<file path="src/rtl/btn_pkg.sv">
// ============================================================================
// Module : btn_pkg
// Shared debounce state encodings and default sizing for button_conditioner.
// Rev    : 1.0
// ============================================================================
`default_nettype none

package btn_pkg;

    localparam int NB_BUTTONS_DEFAULT      = 3;
    localparam int DEBOUNCE_CYCLES_DEFAULT = 1000000;

    localparam logic [1:0] IDLE_LOW  = 2'b00;
    localparam logic [1:0] WAIT_HIGH = 2'b01;
    localparam logic [1:0] IDLE_HIGH = 2'b10;
    localparam logic [1:0] WAIT_LOW  = 2'b11;

endpackage : btn_pkg

`default_nettype wire

</file>
<file path="src/rtl/button_conditioner_if.sv">
// ============================================================================
// Module : button_conditioner_if
// Raw button levels in, conditioned strobes and debounced levels out.
// Rev    : 1.0
// ============================================================================
`default_nettype none

interface button_conditioner_if
    import btn_pkg::*;
#(
    parameter int NB_BUTTONS = NB_BUTTONS_DEFAULT
);

    logic [NB_BUTTONS-1:0] i_buttons;
    logic [NB_BUTTONS-1:0] o_pulses;
    logic [NB_BUTTONS-1:0] o_levels;

    modport master (
        output i_buttons,
        input  o_pulses,
        input  o_levels
    );

    modport slave (
        input  i_buttons,
        output o_pulses,
        output o_levels
    );

endinterface : button_conditioner_if

`default_nettype wire

</file>
<file path="src/rtl/btn_debounce_cell.sv">
// ============================================================================
// Module : btn_debounce_cell
// One button channel: optional 2-flop synchroniser (BTN_SYNC_EN), debounce
// state machine and run-length counter. Emits a one-cycle strobe per press.
// Rev    : 1.0
// ============================================================================
`default_nettype none

module btn_debounce_cell
    import btn_pkg::*;
#(
    parameter int DEBOUNCE_CYCLES = DEBOUNCE_CYCLES_DEFAULT
) (
    input  wire logic i_clock,
    input  wire logic i_reset,
    input  wire logic button_i,
    output logic      pulse_o,
    output logic      level_o
);

    localparam int             CNT_W    = $clog2(DEBOUNCE_CYCLES);
    localparam logic [CNT_W-1:0] CNT_LAST = CNT_W'(DEBOUNCE_CYCLES - 1);
    localparam logic [CNT_W-1:0] CNT_ONE  = CNT_W'(1);

    logic             w_s;
    logic [1:0]       state_q, state_d;
    logic [CNT_W-1:0] cnt_q,   cnt_d;
    logic             pulse_q, pulse_d;

`ifdef BTN_SYNC_EN
    logic [1:0] sync_q;

    always_ff @(posedge i_clock) begin
        if (i_reset) begin
            sync_q <= 2'b00;
        end else begin
            sync_q <= {sync_q[0], button_i};
        end
    end

    assign w_s = sync_q[1];
`else
    assign w_s = button_i;
`endif

    // The counter holds how many consecutive samples of the candidate level
    // have been seen; any bounce sends the channel back to its idle state.
    always_comb begin
        state_d = state_q;
        cnt_d   = cnt_q;
        pulse_d = 1'b0;
        case (state_q)
            IDLE_LOW: begin
                if (w_s) begin
                    state_d = WAIT_HIGH;
                    cnt_d   = CNT_ONE;
                end else begin
                    cnt_d   = '0;
                end
            end
            WAIT_HIGH: begin
                if (!w_s) begin
                    state_d = IDLE_LOW;
                    cnt_d   = '0;
                end else if (cnt_q == CNT_LAST) begin
                    state_d = IDLE_HIGH;
                    cnt_d   = '0;
                    pulse_d = 1'b1;
                end else begin
                    cnt_d   = cnt_q + CNT_ONE;
                end
            end
            IDLE_HIGH: begin
                if (!w_s) begin
                    state_d = WAIT_LOW;
                    cnt_d   = CNT_ONE;
                end
            end
            WAIT_LOW: begin
                if (w_s) begin
                    state_d = IDLE_HIGH;
                    cnt_d   = '0;
                end else if (cnt_q == CNT_LAST) begin
                    state_d = IDLE_LOW;
                    cnt_d   = '0;
                end else begin
                    cnt_d   = cnt_q + CNT_ONE;
                end
            end
            default: begin
                state_d = IDLE_LOW;
                cnt_d   = '0;
            end
        endcase
    end

    always_ff @(posedge i_clock) begin
        if (i_reset) begin
            state_q <= IDLE_LOW;
            cnt_q   <= '0;
            pulse_q <= 1'b0;
        end else begin
            state_q <= state_d;
            cnt_q   <= cnt_d;
            pulse_q <= pulse_d;
        end
    end

    // Debounced level is high exactly in IDLE_HIGH and WAIT_LOW.
    assign level_o = state_q[1];
    assign pulse_o = pulse_q;

endmodule : btn_debounce_cell

`default_nettype wire

</file>
<file path="src/rtl/button_conditioner.sv">
// ============================================================================
// Module : button_conditioner
// NB_BUTTONS independent debounce channels producing load strobes.
// Optional input synchronisers are enabled with the BTN_SYNC_EN macro.
// Rev    : 1.0
// ============================================================================
`default_nettype none

module button_conditioner
    import btn_pkg::*;
#(
    parameter int NB_BUTTONS      = NB_BUTTONS_DEFAULT,
    parameter int DEBOUNCE_CYCLES = DEBOUNCE_CYCLES_DEFAULT
) (
    input  wire logic            i_clock,
    input  wire logic            i_reset,
    button_conditioner_if.slave  bus
);

    logic [NB_BUTTONS-1:0] w_pulses;
    logic [NB_BUTTONS-1:0] w_levels;

    for (genvar g = 0; g < NB_BUTTONS; g++) begin : g_cell
        btn_debounce_cell #(
            .DEBOUNCE_CYCLES (DEBOUNCE_CYCLES)
        ) u_cell (
            .i_clock  (i_clock),
            .i_reset  (i_reset),
            .button_i (bus.i_buttons[g]),
            .pulse_o  (w_pulses[g]),
            .level_o  (w_levels[g])
        );
    end

    assign bus.o_pulses = w_pulses;
    assign bus.o_levels = w_levels;

endmodule : button_conditioner

`default_nettype wire

</file>
<file path="src/flat_wrapper.sv">
// flat-port wrapper written by rule: the top's interface ports become plain ports
module button_conditioner_flat import btn_pkg::*;
#(
    parameter int NB_BUTTONS      = NB_BUTTONS_DEFAULT,
    parameter int DEBOUNCE_CYCLES = DEBOUNCE_CYCLES_DEFAULT
)
  (i_clock, i_reset, bus_i_buttons, bus_o_pulses, bus_o_levels);
  button_conditioner_if #(.NB_BUTTONS(NB_BUTTONS)) bus_i ();
  input  wire logic i_clock;
  input  wire logic i_reset;
  input wire logic [$bits(bus_i.i_buttons)-1:0] bus_i_buttons;
  output wire logic [$bits(bus_i.o_pulses)-1:0] bus_o_pulses;
  output wire logic [$bits(bus_i.o_levels)-1:0] bus_o_levels;
  assign bus_i.i_buttons = bus_i_buttons;
  assign bus_o_pulses = bus_i.o_pulses;
  assign bus_o_levels = bus_i.o_levels;
  button_conditioner #(.NB_BUTTONS(NB_BUTTONS), .DEBOUNCE_CYCLES(DEBOUNCE_CYCLES)) u_core (.i_clock(i_clock), .i_reset(i_reset), .bus(bus_i));
endmodule
</file>
<file path="config.mk">
export PLATFORM = sky130hd
export DESIGN_NAME = button_conditioner_flat
export DESIGN_NICKNAME = d
export VERILOG_FILES = /design/src/rtl/btn_pkg.sv /design/src/rtl/button_conditioner_if.sv /design/src/rtl/btn_debounce_cell.sv /design/src/rtl/button_conditioner.sv /design/src/flat_wrapper.sv
export SDC_FILE = /design/constraint.sdc
export NUM_CORES = 1
export LEC_CHECK = 0
export BUFFER_PORTS_ARGS = -buffer_cell sky130_fd_sc_hd__buf_2
export CORE_MARGIN = 4
export CORE_UTILIZATION = 55
export CTS_CLUSTER_DIAMETER = 80
export DETAILED_ROUTE_END_ITERATION = 6
export PLACE_DENSITY = 0.72
export SLEW_MARGIN = 20
export SYNTH_ARGS = -nofsm -noshare
export SYNTH_HDL_FRONTEND = slang
export SYNTH_HIERARCHICAL = 1
export SYNTH_SLANG_ARGS = --single-unit
</file>
<file path="constraint.sdc">
create_clock -name i_clock -period 3.9 [get_ports i_clock]
set_clock_uncertainty 0.1 [all_clocks]
set_input_delay 0.585 -clock i_clock [delete_from_list [all_inputs] [get_ports i_clock]]
set_output_delay 0.585 -clock i_clock [all_outputs]
set_load 0.02 [all_outputs]
</file>
==> summary.md <==
| Metric | Value |
|---|---|
| Status | completed |
| Cell area after synthesis | 3700 um2 |
| CTS tree | built |
| DIE AREA | 8110 um2 |
| Fin. Hold Viols | 0 |
| Syn Inst Count | 434 |
| Global route total overflow | 0 |
| Detailed Place HPWL | ~5400 um |
| Die W | 90.1 um |
| # IOs | 11 |
| Latest clock arrival within the worst-skew pair | 0.34 ns |
| DR DRC count | 0 |
| Slew at the pin closest to its max-slew limit | 0.804 ns |
| Largest net degree at the start of global routing | 28 |
| Layout cells sized above 1 | 9.32% |
| DR WL/cell | 15.3 um |
| Post-Route Utilization | 60.7% |
| Root Driver | clkbuf_8 |
| Post-CTS resize count | 0 |
| Routed Antenna Nets | 0 |
| Row count | 29 |
| Initial Util | 57.4% |
| Commonest non-fill, non-tap cell in the layout | dfxtp_1 |
| Syn nets | ~440 |
| Reg-to-reg startpoint | u_core/g_cell[1].u_cell/cnt_q[13] |
| Worst Path Arrival | 2.42 ns |
| Vias per Instance | 6.28 |
| Postcts setup bufs | 0 |
| Number of buffers created by CTS | 9 |
| CTS Hold Buffers Added | 0 |
| CP endpoint kind | register |
| Asr flop ratio synth | 0% |
| Critical Path RT | 4.00 ns |
| Area Overhead vs Synth | 5.88% |
| First-pass GRT wire length | 13600 um |
| R2R depth | 4 |
| CTS H-tree lvls | 3 |
| Syn avg cell area | 8.54 um2 |
| Max-slew headroom | between 40% and 50% |
| Ant diodes | 0 |
| Min-delay src | u_core/g_cell[0].u_cell/cnt_q[1] |
| Final worst-path cycle share | between 50 and 60% |
| RSZ-0062 raised after global routing | no |
| Max cap viols | 0 |
| Final Slew Violations | 0 |
| Post-Route Setup TNS | 0 ns |
| Synth unique cells | 66 |
| DR iter-0 viols | around 140 |
| Cell Pwr Density | 322 nW/um2 |
| WL final | approximately 8000 um |
| Hold path cells | 2 |
| Final nets | 445 |
| Synth Warn # | 6 |
| Via count | 3245 |
| Fmax | 430 MHz |
| Total power | approximately 1.3 mW |
| Max IR drop VDD | about 0.23 mV |
| IO Port Bufs | 10 |
| Reg2reg setup slack | about 1.6 ns |
| Core area | between 6000 and 7000 um2 |
| HP Class | register to register |
| Setup violations, final | 0 |
| Total track usage | 19.9% |
| Share of the yosys chip area belonging to registers | 37.3% |
| Die Span Y | ~90 um |
| Startpoint Class | register |
| EDFF count, synth | 0 |
| Commonest cells after routing, fill and taps aside | dfxtp_1 (69), nand2_1 (41), nor2_1 (36) |
| Initial antenna violation count | 0 |
| GP Congestion | around 0.84 |
| Crit Path Class | register to register |
| Lkg Pwr | 1.20 nW |
| Reg2reg end | u_core/g_cell[1].u_cell/cnt_q[7] |
| Prevailing post-synth register cell | dfxtp_1 |
| Critical Path Fanout Max | 16 |
| DRT Pass-1 Iters | 4 |
| Register bit total from synthesis | 69 |
| Clock-pin slew on the worst setup and hold paths | 0.07 ns |
| Vias in the first global route | 2975 |
| Worst Hold Path EP | u_core/g_cell[0].u_cell/cnt_q[1] |
| Longest Clk Path Bufs | 2 |
| Clock sinks | 69 |
| Final min period | about 2.3 ns |
## registers in the layout, indices dropped and copies added, names as in the netlist, named ones only
| name | flops |
|---|---|
| u_core/g_cell.u_cell/cnt_q | 60 |
| u_core/g_cell.u_cell/state_q | 3 |
| u_core/g_cell.u_cell/pulse_o | 3 |
## kinds of logic (layout without fill, tap and decap cells)
kind of cell             count (synthesis)  in the layout  share of synthesized area, %
AO/OA/AOI/OAI                           81             81                          14.7
XOR/XNOR                                29             29                          6.86
adder cells (fa/ha/maj)                  3              3                          1.01
buffers and inverters                   25             31                          3.34
flip-flops                              69             69                          37.3
multiplexers                             5              5                          1.35
AND/OR/NAND/NOR                        222            222                          35.5
## power breakdown
group	total [mW]	leakage, nW	internal, mW	switching, mW
Clock	0.513	0.0881	0.257	0.256
Combinational	0.0355	0.557	0.0114	0.0241
Sequential	0.713	0.557	0.708	0.00478
## area by class of cell
type	count	area, um2
Clock buffer	12	155
Clock inverter	2	10.0
Fill cell	565	2540
Inverter	6	22.5
Multi-Input combinational cell	340	2200
Sequential cell	69	1380
Tap cell	77	96.3
Timing Repair Buffer	11	57.6
## cells in the mapped netlist (all sizes together), types with 4 or more instances
master  count  area [um2]
nand2b      9        56.3
nor4b       7        67.6
a22oi       6        50.1
clkbuf     11        41.3
xnor2      18         158
nor4       16         106
or3         6        42.5
nand2      41         154
mux2i       5        50.1
nand4b      4        35.0
and4        6        53.8
and3b       4        35.0
or4        10        83.8
nor3       14        75.1
inv         6        22.5
and3        9        56.3
o31ai       9        67.6
a31oi       4        25.0
nand3b      4        30.0
nor4bb      4        40.0
xor2       11        96.3
buf         8        60.1
a21oi      24         120
o21ai      17        85.1
nand3      20         105
dfxtp      69        1380
nor2       38         153
nand4      16         100
## worst max path at each step
stage,from,to,cells past startpoint
floorplan,bus_i_buttons[0],u_core/g_cell[0].u_cell/cnt_q[19],6
global placement,bus_i_buttons[0],u_core/g_cell[0].u_cell/cnt_q[19],5
detailed placement,bus_i_buttons[0],u_core/g_cell[0].u_cell/cnt_q[19],5
CTS,u_core/g_cell[1].u_cell/cnt_q[13],u_core/g_cell[1].u_cell/cnt_q[7],4
global route,u_core/g_cell[1].u_cell/cnt_q[0],u_core/g_cell[1].u_cell/cnt_q[17],5
finish,u_core/g_cell[1].u_cell/cnt_q[13],u_core/g_cell[1].u_cell/cnt_q[7],4
## metrics by stage
| stage | area [um2] | hold WS (ns) | setup WS [ns] | std cells |
|---|---|---|---|---|
| finish | 3920 | 0.377 | 1.58 | 517 |
| global route | 3920 | 0.418 | 1.41 | 517 |
| CTS | 3920 | 0.380 | 1.58 | 517 |
| detailed placement | 3760 | 0.369 | 1.55 | 503 |
| global placement | 3760 | 0.361 | 1.59 | 503 |
| floorplan | 3700 | 0.346 | 1.71 | 434 |
## layer usage
layer | vias up | track usage, % | part of all wire [%]
li1 | 1633 | - | -
met1 | 1546 | 25.0 | 47
met2 | 60 | 33.4 | 47
met3 | 6 | 6.18 | 4.4
met4 | 0 | 4.72 | 0.72
met5 | - | 0 | 0
## worst max-delay path, cell delays in order, from the launching register on
cell and delay, ns:
dfxtp_1 0.36, nor4bb_1 0.41, or3b_2 0.56, o211ai_2 0.64, nor2_1 0.12
(Power assumes the default switching activity.)
